--- config.mk ---
export PLATFORM = sky130hd
export DESIGN_NAME = load_align_queue
export DESIGN_NICKNAME = d
export VERILOG_FILES = /design/src/rtl/mycpu_pkg.sv /design/src/rtl/load_lane_extract.sv /design/src/rtl/load_align_queue.sv
export SDC_FILE = /design/constraint.sdc
export NUM_CORES = 1
export LEC_CHECK = 0
export CORE_MARGIN = 8
export CORE_UTILIZATION = 45
export DETAILED_ROUTE_END_ITERATION = 6
export DONT_BUFFER_PORTS = 1
export PLACE_DENSITY_LB_ADDON = 0.15
export SLEW_MARGIN = 20
export SYNTH_ARGS = -nofsm -noshare
export SYNTH_HDL_FRONTEND = slang
export SYNTH_HIERARCHICAL = 1
export SYNTH_SLANG_ARGS = --single-unit
export TNS_END_PERCENT = 30
--- constraint.sdc ---
create_clock -name clk -period 18.05 [get_ports clk]
set_input_delay 1.805 -clock clk [delete_from_list [all_inputs] [get_ports clk]]
set_output_delay 1.805 -clock clk [all_outputs]
set_load 0.005 [all_outputs]
--- src/rtl/mycpu_pkg.sv ---
// Shared load-path types for the mycpu core: access sizes, load modes, queue entry layout.
// LOAD_ALIGN_MERGE_EN adds the stored old register value to each entry and legalises LWL/LWR.
package mycpu_pkg;

    typedef enum logic [1:0] {
        MSIZE1 = 2'd0,
        MSIZE2 = 2'd1,
        MSIZE4 = 2'd2,
        MSIZE8 = 2'd3
    } msize_t;

    typedef enum logic [1:0] {
        NORMAL = 2'd0,
        LWL    = 2'd1,
        LWR    = 2'd2
    } load_mode_t;

    typedef struct packed {
        msize_t     msize;
        logic       sig;
        load_mode_t mode;
        logic [31:0] addr;
    } memory_args_t;

    localparam int LQ_MAX_DATA_W = 64;

    typedef struct packed {
        memory_args_t              args;
        logic [4:0]                dst;
`ifdef LOAD_ALIGN_MERGE_EN
        logic [31:0]               old;
`endif
        logic [LQ_MAX_DATA_W-1:0]  data;
        logic                      done;
    } lq_entry_t;

    // Misaligned or unsupported request for a memory port of width data_w.
    function automatic logic lq_illegal(input memory_args_t a, input int data_w);
        logic bad;
        bad = 1'b0;
        case (a.mode)
            NORMAL: begin
                case (a.msize)
                    MSIZE1:  bad = 1'b0;
                    MSIZE2:  bad = a.addr[0];
                    MSIZE4:  bad = |a.addr[1:0];
                    MSIZE8:  bad = (|a.addr[2:0]) || (data_w == 32'sd32);
                    default: bad = 1'b1;
                endcase
            end
`ifdef LOAD_ALIGN_MERGE_EN
            LWL, LWR: bad = 1'b0;
`else
            LWL, LWR: bad = 1'b1;
`endif
            default: bad = 1'b1;
        endcase
        return bad;
    endfunction

endpackage

--- src/rtl/load_lane_extract.sv ---
// Combinational lane select, sign/zero extension and (with LOAD_ALIGN_MERGE_EN) LWL/LWR merge
// of a raw memory beat into a 32-bit writeback value.
module load_lane_extract
    import mycpu_pkg::*;
#(
    parameter int DATA_W = 32
) (
    input  memory_args_t               args,
    input  logic [31:0]                old,
    input  logic [LQ_MAX_DATA_W-1:0]   raw,
    output logic [31:0]                out
);

    logic [31:0] word_s;
    logic [31:0] lane_s;
    logic [4:0]  shift_s;
    logic        unused_s;

    // A 64-bit beat carries two words; addr[2] picks which one the load targets.
    assign word_s   = ((DATA_W == 32'sd64) && args.addr[2]) ? raw[63:32] : raw[31:0];
    assign shift_s  = {args.addr[1:0], 3'b000};
    assign lane_s   = word_s >> shift_s;
    assign unused_s = ^{args.addr[31:3], old};

`ifdef LOAD_ALIGN_MERGE_EN
    logic [31:0] mask_s;
`endif

    // Build the writeback value for the access size / mode.
    always_comb begin
        out = word_s;
`ifdef LOAD_ALIGN_MERGE_EN
        mask_s = 32'h0000_0000;
`endif
        case (args.mode)
            NORMAL: begin
                case (args.msize)
                    MSIZE1:  out = {{24{args.sig & lane_s[7]}}, lane_s[7:0]};
                    MSIZE2:  out = {{16{args.sig & lane_s[15]}}, lane_s[15:0]};
                    MSIZE4:  out = word_s;
                    MSIZE8:  out = word_s;
                    default: out = word_s;
                endcase
            end
`ifdef LOAD_ALIGN_MERGE_EN
            // Memory bytes o..0 land in the top of the register; the rest keeps old.
            LWL: begin
                mask_s = 32'hFFFF_FFFF << (5'd24 - shift_s);
                out    = ((word_s << (5'd24 - shift_s)) & mask_s) | (old & ~mask_s);
            end
            LWR: begin
                mask_s = 32'hFFFF_FFFF >> shift_s;
                out    = (lane_s & mask_s) | (old & ~mask_s);
            end
`endif
            default: out = word_s;
        endcase
    end

endmodule

--- src/rtl/load_align_queue.sv ---
// In-order load queue: holds outstanding loads, matches memory beats in order and writes back
// aligned/extended data. Build macro LOAD_ALIGN_MERGE_EN enables LWL/LWR merging with req_old.
module load_align_queue
    import mycpu_pkg::*;
#(
    parameter int DATA_W = 32,
    parameter int DEPTH  = 4
) (
    input  logic              clk,
    input  logic              reset,
    input  logic              req_valid,
    output logic              req_ready,
    input  memory_args_t      req_args,
    input  logic [4:0]        req_dst,
    input  logic [31:0]       req_old,
    output logic              req_illegal,
    input  logic              resp_valid,
    input  logic [DATA_W-1:0] resp_data,
    output logic              out_valid,
    input  logic              out_ready,
    output logic [31:0]       out_data,
    output logic [4:0]        out_dst,
    output logic              stray_resp
);

    localparam int PW = $clog2(DEPTH);
    localparam int CW = PW + 1;
    localparam logic [PW-1:0] PTR_ONE  = PW'(1'b1);
    localparam logic [CW-1:0] CNT_FULL = CW'(DEPTH);

    lq_entry_t   entries_r [DEPTH];
    logic [PW-1:0] head_r;
    logic [PW-1:0] tail_r;
    logic [PW-1:0] resp_ptr_r;
    logic [CW-1:0] count_r;
    logic [CW-1:0] pend_r;
    logic          stray_r;

    logic          push_s;
    logic          pop_s;
    logic          resp_hit_s;
    logic          out_valid_s;
    logic [31:0]   head_old_s;
    logic [31:0]   ext_s;

    assign req_illegal = lq_illegal(req_args, DATA_W);
    assign req_ready   = (count_r != CNT_FULL);
    assign push_s      = req_valid && req_ready && !req_illegal;
    assign resp_hit_s  = resp_valid && (pend_r != {CW{1'b0}});
    assign out_valid_s = (count_r != {CW{1'b0}}) && entries_r[head_r].done;
    assign pop_s       = out_valid_s && out_ready;

`ifdef LOAD_ALIGN_MERGE_EN
    assign head_old_s = entries_r[head_r].old;
`else
    assign head_old_s = 32'h0000_0000;
`endif

    load_lane_extract #(
        .DATA_W (DATA_W)
    ) u_extract (
        .args (entries_r[head_r].args),
        .old  (head_old_s),
        .raw  (entries_r[head_r].data),
        .out  (ext_s)
    );

    // Head fields are frozen while done, so gating by out_valid keeps the output stable and zero otherwise.
    assign out_valid  = out_valid_s;
    assign out_data   = out_valid_s ? ext_s : 32'h0000_0000;
    assign out_dst    = out_valid_s ? entries_r[head_r].dst : 5'd0;
    assign stray_resp = stray_r;

    // Queue storage, pointers, occupancy and the sticky stray-response flag.
    always_ff @(posedge clk or posedge reset) begin
        if (reset) begin
            head_r     <= {PW{1'b0}};
            tail_r     <= {PW{1'b0}};
            resp_ptr_r <= {PW{1'b0}};
            count_r    <= {CW{1'b0}};
            pend_r     <= {CW{1'b0}};
            stray_r    <= 1'b0;
            for (int i = 0; i < DEPTH; i++) begin
                entries_r[i] <= '0;
            end
        end else begin
            if (push_s) begin
                entries_r[tail_r].args <= req_args;
                entries_r[tail_r].dst  <= req_dst;
`ifdef LOAD_ALIGN_MERGE_EN
                entries_r[tail_r].old  <= req_old;
`endif
                entries_r[tail_r].done <= 1'b0;
                tail_r <= tail_r + PTR_ONE;
            end
            // A pending entry never shares its slot with the tail, so push and response cannot collide.
            if (resp_hit_s) begin
                entries_r[resp_ptr_r].data <= LQ_MAX_DATA_W'(resp_data);
                entries_r[resp_ptr_r].done <= 1'b1;
                resp_ptr_r <= resp_ptr_r + PTR_ONE;
            end
            if (pop_s) begin
                head_r <= head_r + PTR_ONE;
            end
            if (resp_valid && !resp_hit_s) begin
                stray_r <= 1'b1;
            end
            count_r <= count_r + CW'(push_s) - CW'(pop_s);
            pend_r  <= pend_r + CW'(push_s) - CW'(resp_hit_s);
        end
    end

`ifndef LOAD_ALIGN_MERGE_EN
    logic unused_s;
    assign unused_s = ^req_old;
`endif

endmodule

After elaboration in Yosys (flattened, before gate mapping):

Cells that the tools add are included.

* logic and storage cells: 103
* output and inout port bits: 41
* register bits after elaboration: 441

* bitwise operators: 5
* reductions and logical operators: 18
* mux-type cells: 26
* eq/ne operators: 7
* add/sub/neg operators: 7
* shifts and indexed selects: 1
* magnitude comparators: 5

Operator list (count)
* 428-bit bitwise mux: 5
* 107-bit demux with 2-bit select: 5
* 428-bit 2-to-1 mux: 2
* 107-bit 2-to-1 mux: 3
* 107-bit binary-select mux with 2-bit select: 1
* 32-bit one-hot mux with 3 select lines: 1
* 70-bit 2-to-1 mux: 1
* 65-bit 2-to-1 mux: 1
* 32-bit 2-to-1 mux: 2
* 32-bit by 5-bit >> shifter with 16-bit output: 1
* 3-bit >= comparator, second input constant: 3
* 2-bit inverter with 3-bit output: 3
* 2-bit equality test, second input constant: 4
* 1-bit logical AND: 8
* 2-bit logical NOT: 4
* 2-bit by 1-bit adder with 2-bit output, second input constant: 3
* 3-bit by 1-bit adder with 3-bit output: 2
* 3-bit by 1-bit less-than comparator with 1-bit output, second input constant: 2
* 3-bit nonzero test: 2
* 3-bit by 1-bit subtractor with 3-bit output: 2
* 5-bit 2-to-1 mux: 1
* 2-bit by 1-bit equality test with 1-bit output, second input constant: 2
* 1-bit one-hot mux with 4 select lines: 1
* 2-bit OR reduction: 2
* other kinds (4): 8

Longest topological paths before layout:

* depth in word-level cells: 12
* mapped depth: 12
* mapped depth without buffers: 10

Hierarchy:

The synthesis kept the hierarchy.

By module, submodules not included
* load_align_queue: area an instance 14555.2 µm², cells an instance 850, sequential area each 7832.5 µm², times used 1
* load_lane_extract: area an instance 739.5 µm², cells an instance 125, sequential area each 0.0 µm², times used 1

Least setup slack after synthesis:

No wires, ideal clock.

* path type: reg-to-output
* from: reg head_r[0]
* to: out out_data[21]
* cell stages (with the launch flop): 12
* required time: 16.245 ns
* buffers on the path: 5
* path slack: 13.453 ns
* data arrival time: 2.792 ns
* cell sequence: dfrtp_1 -> clkbuf_2 -> clkbuf_1 -> buf_2 -> mux4_2 -> buf_6 -> mux4_2 -> and3_4 -> a32o_2 -> buf_6 -> a21o_1 -> and2_1

* word-level cells in the longest chain between the ends: 9
* elaborated cells between the ends (all ways): 17

RTL lines
* from (decl): line load_align_queue.sv:32 `logic [PW-1:0] head_r;`
* from (signal assigned): line load_align_queue.sv:77 `head_r <= {PW{1'b0}};`
* from (signal assigned): line load_align_queue.sv:103 `head_r <= head_r + PTR_ONE;`
* 2-bit inverter with 3-bit output (implied by the code) *: line load_align_queue.sv:62, load_align_queue.sv:64
* 107-bit binary-select mux with 2-bit select *: line load_align_queue.sv:62, load_align_queue.sv:64
* 107-bit 2-to-1 mux * (2 in a row)
* 32-bit by 5-bit >> shifter with 16-bit output or 2-bit equality test (tied branches): line load_lane_extract.sv:22, load_lane_extract.sv:37
* 1-bit bitwise AND, or another cell as far along: line load_lane_extract.sv:39 `MSIZE2: out = {{16{args.sig & lane_s[15]}}, lane_s[15:0]};`
* 32-bit one-hot mux with 3 select lines: line load_lane_extract.sv:37 `case (args.msize)`
* 32-bit 2-to-1 mux *: line load_lane_extract.sv:35 `case (args.mode)`
* net ext_s[21]: line load_align_queue.sv:44 `logic [31:0] ext_s;`
* 32-bit 2-to-1 mux *: line load_align_queue.sv:70 `assign out_data = out_valid_s ? ext_s : 32'h0000_0000;`
* to (decl): line load_align_queue.sv:21 `output logic [31:0] out_data,`

The timed path passes the listed nets; every way through them passes the cells marked *. The select of a mux whose other input is x is not followed.

Final worst setup path:

* from: reg head_r[1]
* to: out out_data[19]

The elaborated chain is that of the path after synthesis.

==> flow_metrics.tcl <==
set metrics [dict create \
    seq_power_share 0.334 \
    grt_pass1_wl_um 36400 \
    cts_root_buffer "clkbuf_16" \
    syn_area_per_cell_um2 14.0 \
    cp-end-kind "primary output" \
    clkTransAtPathRegs_ns 0.07 \
    synth_area_mm2 0.00982 \
    numCtsBuffers 17 \
    htree_levels 4 \
    ant_nets 0 \
    fin_nets 793 \
    finalMaxSlewViolations 0 \
    hold_violations 0 \
    route.vias.total 5518 \
    cp_slowest_cell "mux4_2" \
    crit_chain "buf_4, mux4_2, nor2b_1, a32o_1, a32o_2, a21o_1, and2_1" \
    grt_max_degree 69 \
    num_antenna_cells 0 \
    setup_viol 0 \
    die_y_um 164 \
    dpl.hpwl_um 15100 \
    regArea_mm2 0.00483 \
    rsz0062_at_grt "no" \
    drc 0 \
    status "finished, final reports clean" \
    cts_resized 0 \
    multi_input_area_mm2 0.00452 \
    clkPwrFrac 0.179 \
    grt.total_usage 0.178 \
    tightestPinTransition_ns 0.875 \
    p_per_area_mw_per_mm2 216 \
    cts_max_path_buffers 2 \
    setup_tns_ns 0 \
    drt_iter0_drc 245 \
    skew_ns 0.00771 \
    ys_warn_count 6 \
    fin_util 0.485 \
    drive_gt1_frac 0.401 \
    required_ns 16.24 \
    cap_violations 0 \
    path_max_fanout 37 \
    core-area_mm2 0.0216 \
    switchingPower_mw 0.839 \
    critPathKind "flip-flop to primary output" \
    grt_remaining_overflow 0 \
    clock_latency_ns 0.44 \
    cp.arrival_ns 4.16 \
    dp_slack_ns 12.47 \
    final_cell_mix "dfrtp_1 (191), mux2_2 (132), mux4_2 (45)" \
    wl_per_cell_um 23.4 \
    fin_crit_sh 0.331 \
    n_fill_cell 1870 \
    grt_pass1_vias 6167 \
    max_freq_ghz 0.168 \
    portBuffers 0 \
    synthCells 702 \
    die_area_mm2 0.0268 \
    maxSlewHeadroom 0.417 \
    syn_nets 827 \
    fin_crit_ns 5.97 \
    hold_buffers 0 \
    timing.critical_path.buf_inv 1 \
    layout_setup_ws_ns 12.08 \
    final_common_cell "dfrtp_1" \
    cpPeakStageDelay_ns 0.70 \
    drt_pass1_iterations 6 \
    cts_tree "done" \
    vias_per_cell 5.74 \
    cts_num_sinks 193 \
    hold_class "flip-flop to flip-flop" \
    post_cts_buffers 0 \
    power_leakage_nw 4.61 \
    met2_length_um 10900 \
    switching_share 0.371 \
    dr_wl_met3_um 1620 \
    antenna_found_initial 1 \
    routed_wl_um 22500 \
    top_layer "met5" \
    syn_to_final_growth_pct 6.70 \
    path_delay_family "compound AO/OA/AOI/OAI gates" \
    initial_core_util 0.454 \
    ir_worst_vdd_uv 72.2 \
    start_kind "flip-flop" \
    p_int_mw 1.42 \
    fp.dieW_um 164 \
    row_count 54 \
    combPwrFrac 0.486 \
    design.portCount 152 \
    wl_met1_um 9610 \
    place_congestion 0.785 \
]
-- cell type report --
class,instances,share of cell area
Sequential cell,193,0.461
Multi-Input combinational cell,428,0.432
Clock buffer,17,0.0406
Tap cell,280,0.0334
Clock inverter,15,0.0193
Timing Repair Buffer,10,0.00716
Inverter,18,0.00692
-- sequential cells by signal, summed over array words and instances (netlist names) --
register    cells
resp_ptr_r      2
tail_r          2
pend_r          3
count_r         3
entries_r     180
stray_resp      1
head_r          2
-- path summary, 6_finish.rpt --
check                                start      endpoint  slack (ns)  cells past startpoint
worst max-delay path             head_r[1]  out_data[19]       12.08                      7
worst min-delay path            stray_resp    stray_resp        0.49                      1
worst max register to register   head_r[1]    count_r[2]       14.92                     10
worst min register to register  stray_resp    stray_resp        0.49                      1
max in group asynchronous            reset  entries_r[7]       15.48                      2
min in group asynchronous            reset     pend_r[0]        1.26                      1
-- through the flow --
step | hold WS [ns] | std cells | instance area, um^2 | power [mW]
after floorplan | 0.447 | 702 | 9820 | 1.60
after global placement | 0.463 | 929 | 9850 | 1.83
after detailed placement | 0.486 | 929 | 9850 | 1.88
after CTS | 0.503 | 961 | 10500 | 2.29
after global routing | 0.520 | 961 | 10500 | 2.42
final | 0.492 | 961 | 10500 | 2.26
-- power groups by stage --
stage          clock network, mW  logic (mW)  registers, mW
2_1_floorplan                  0       0.886          0.714
3_3_place_gp                   0        1.09          0.740
3_5_place_dp                   0        1.12          0.764
4_1_cts                    0.415        1.12          0.757
5_1_grt                    0.432        1.21          0.781
6_report                   0.405        1.10          0.756
-- layer usage --
layer | vias up | global-route usage
li1 | 2424 | -
met1 | 2957 | 0.223
met2 | 111 | 0.288
met3 | 24 | 0.0586
met4 | 2 | 0.0550
met5 | - | 0
-- worst register-to-register path, delay by kind of cell (launching register included) --
| family | cells | cell delay (ns) |
|---|---|---|
| adder cells (fa/ha/maj) | 3 | 0.87 |
| buffers and inverters | 2 | 0.68 |
| multiplexers | 2 | 0.57 |
| flip-flops | 1 | 0.55 |
| XOR/XNOR | 2 | 0.32 |
| AND/OR/NAND/NOR | 1 | 0.05 |
Note: power is estimated with default switching activity, not from simulation.
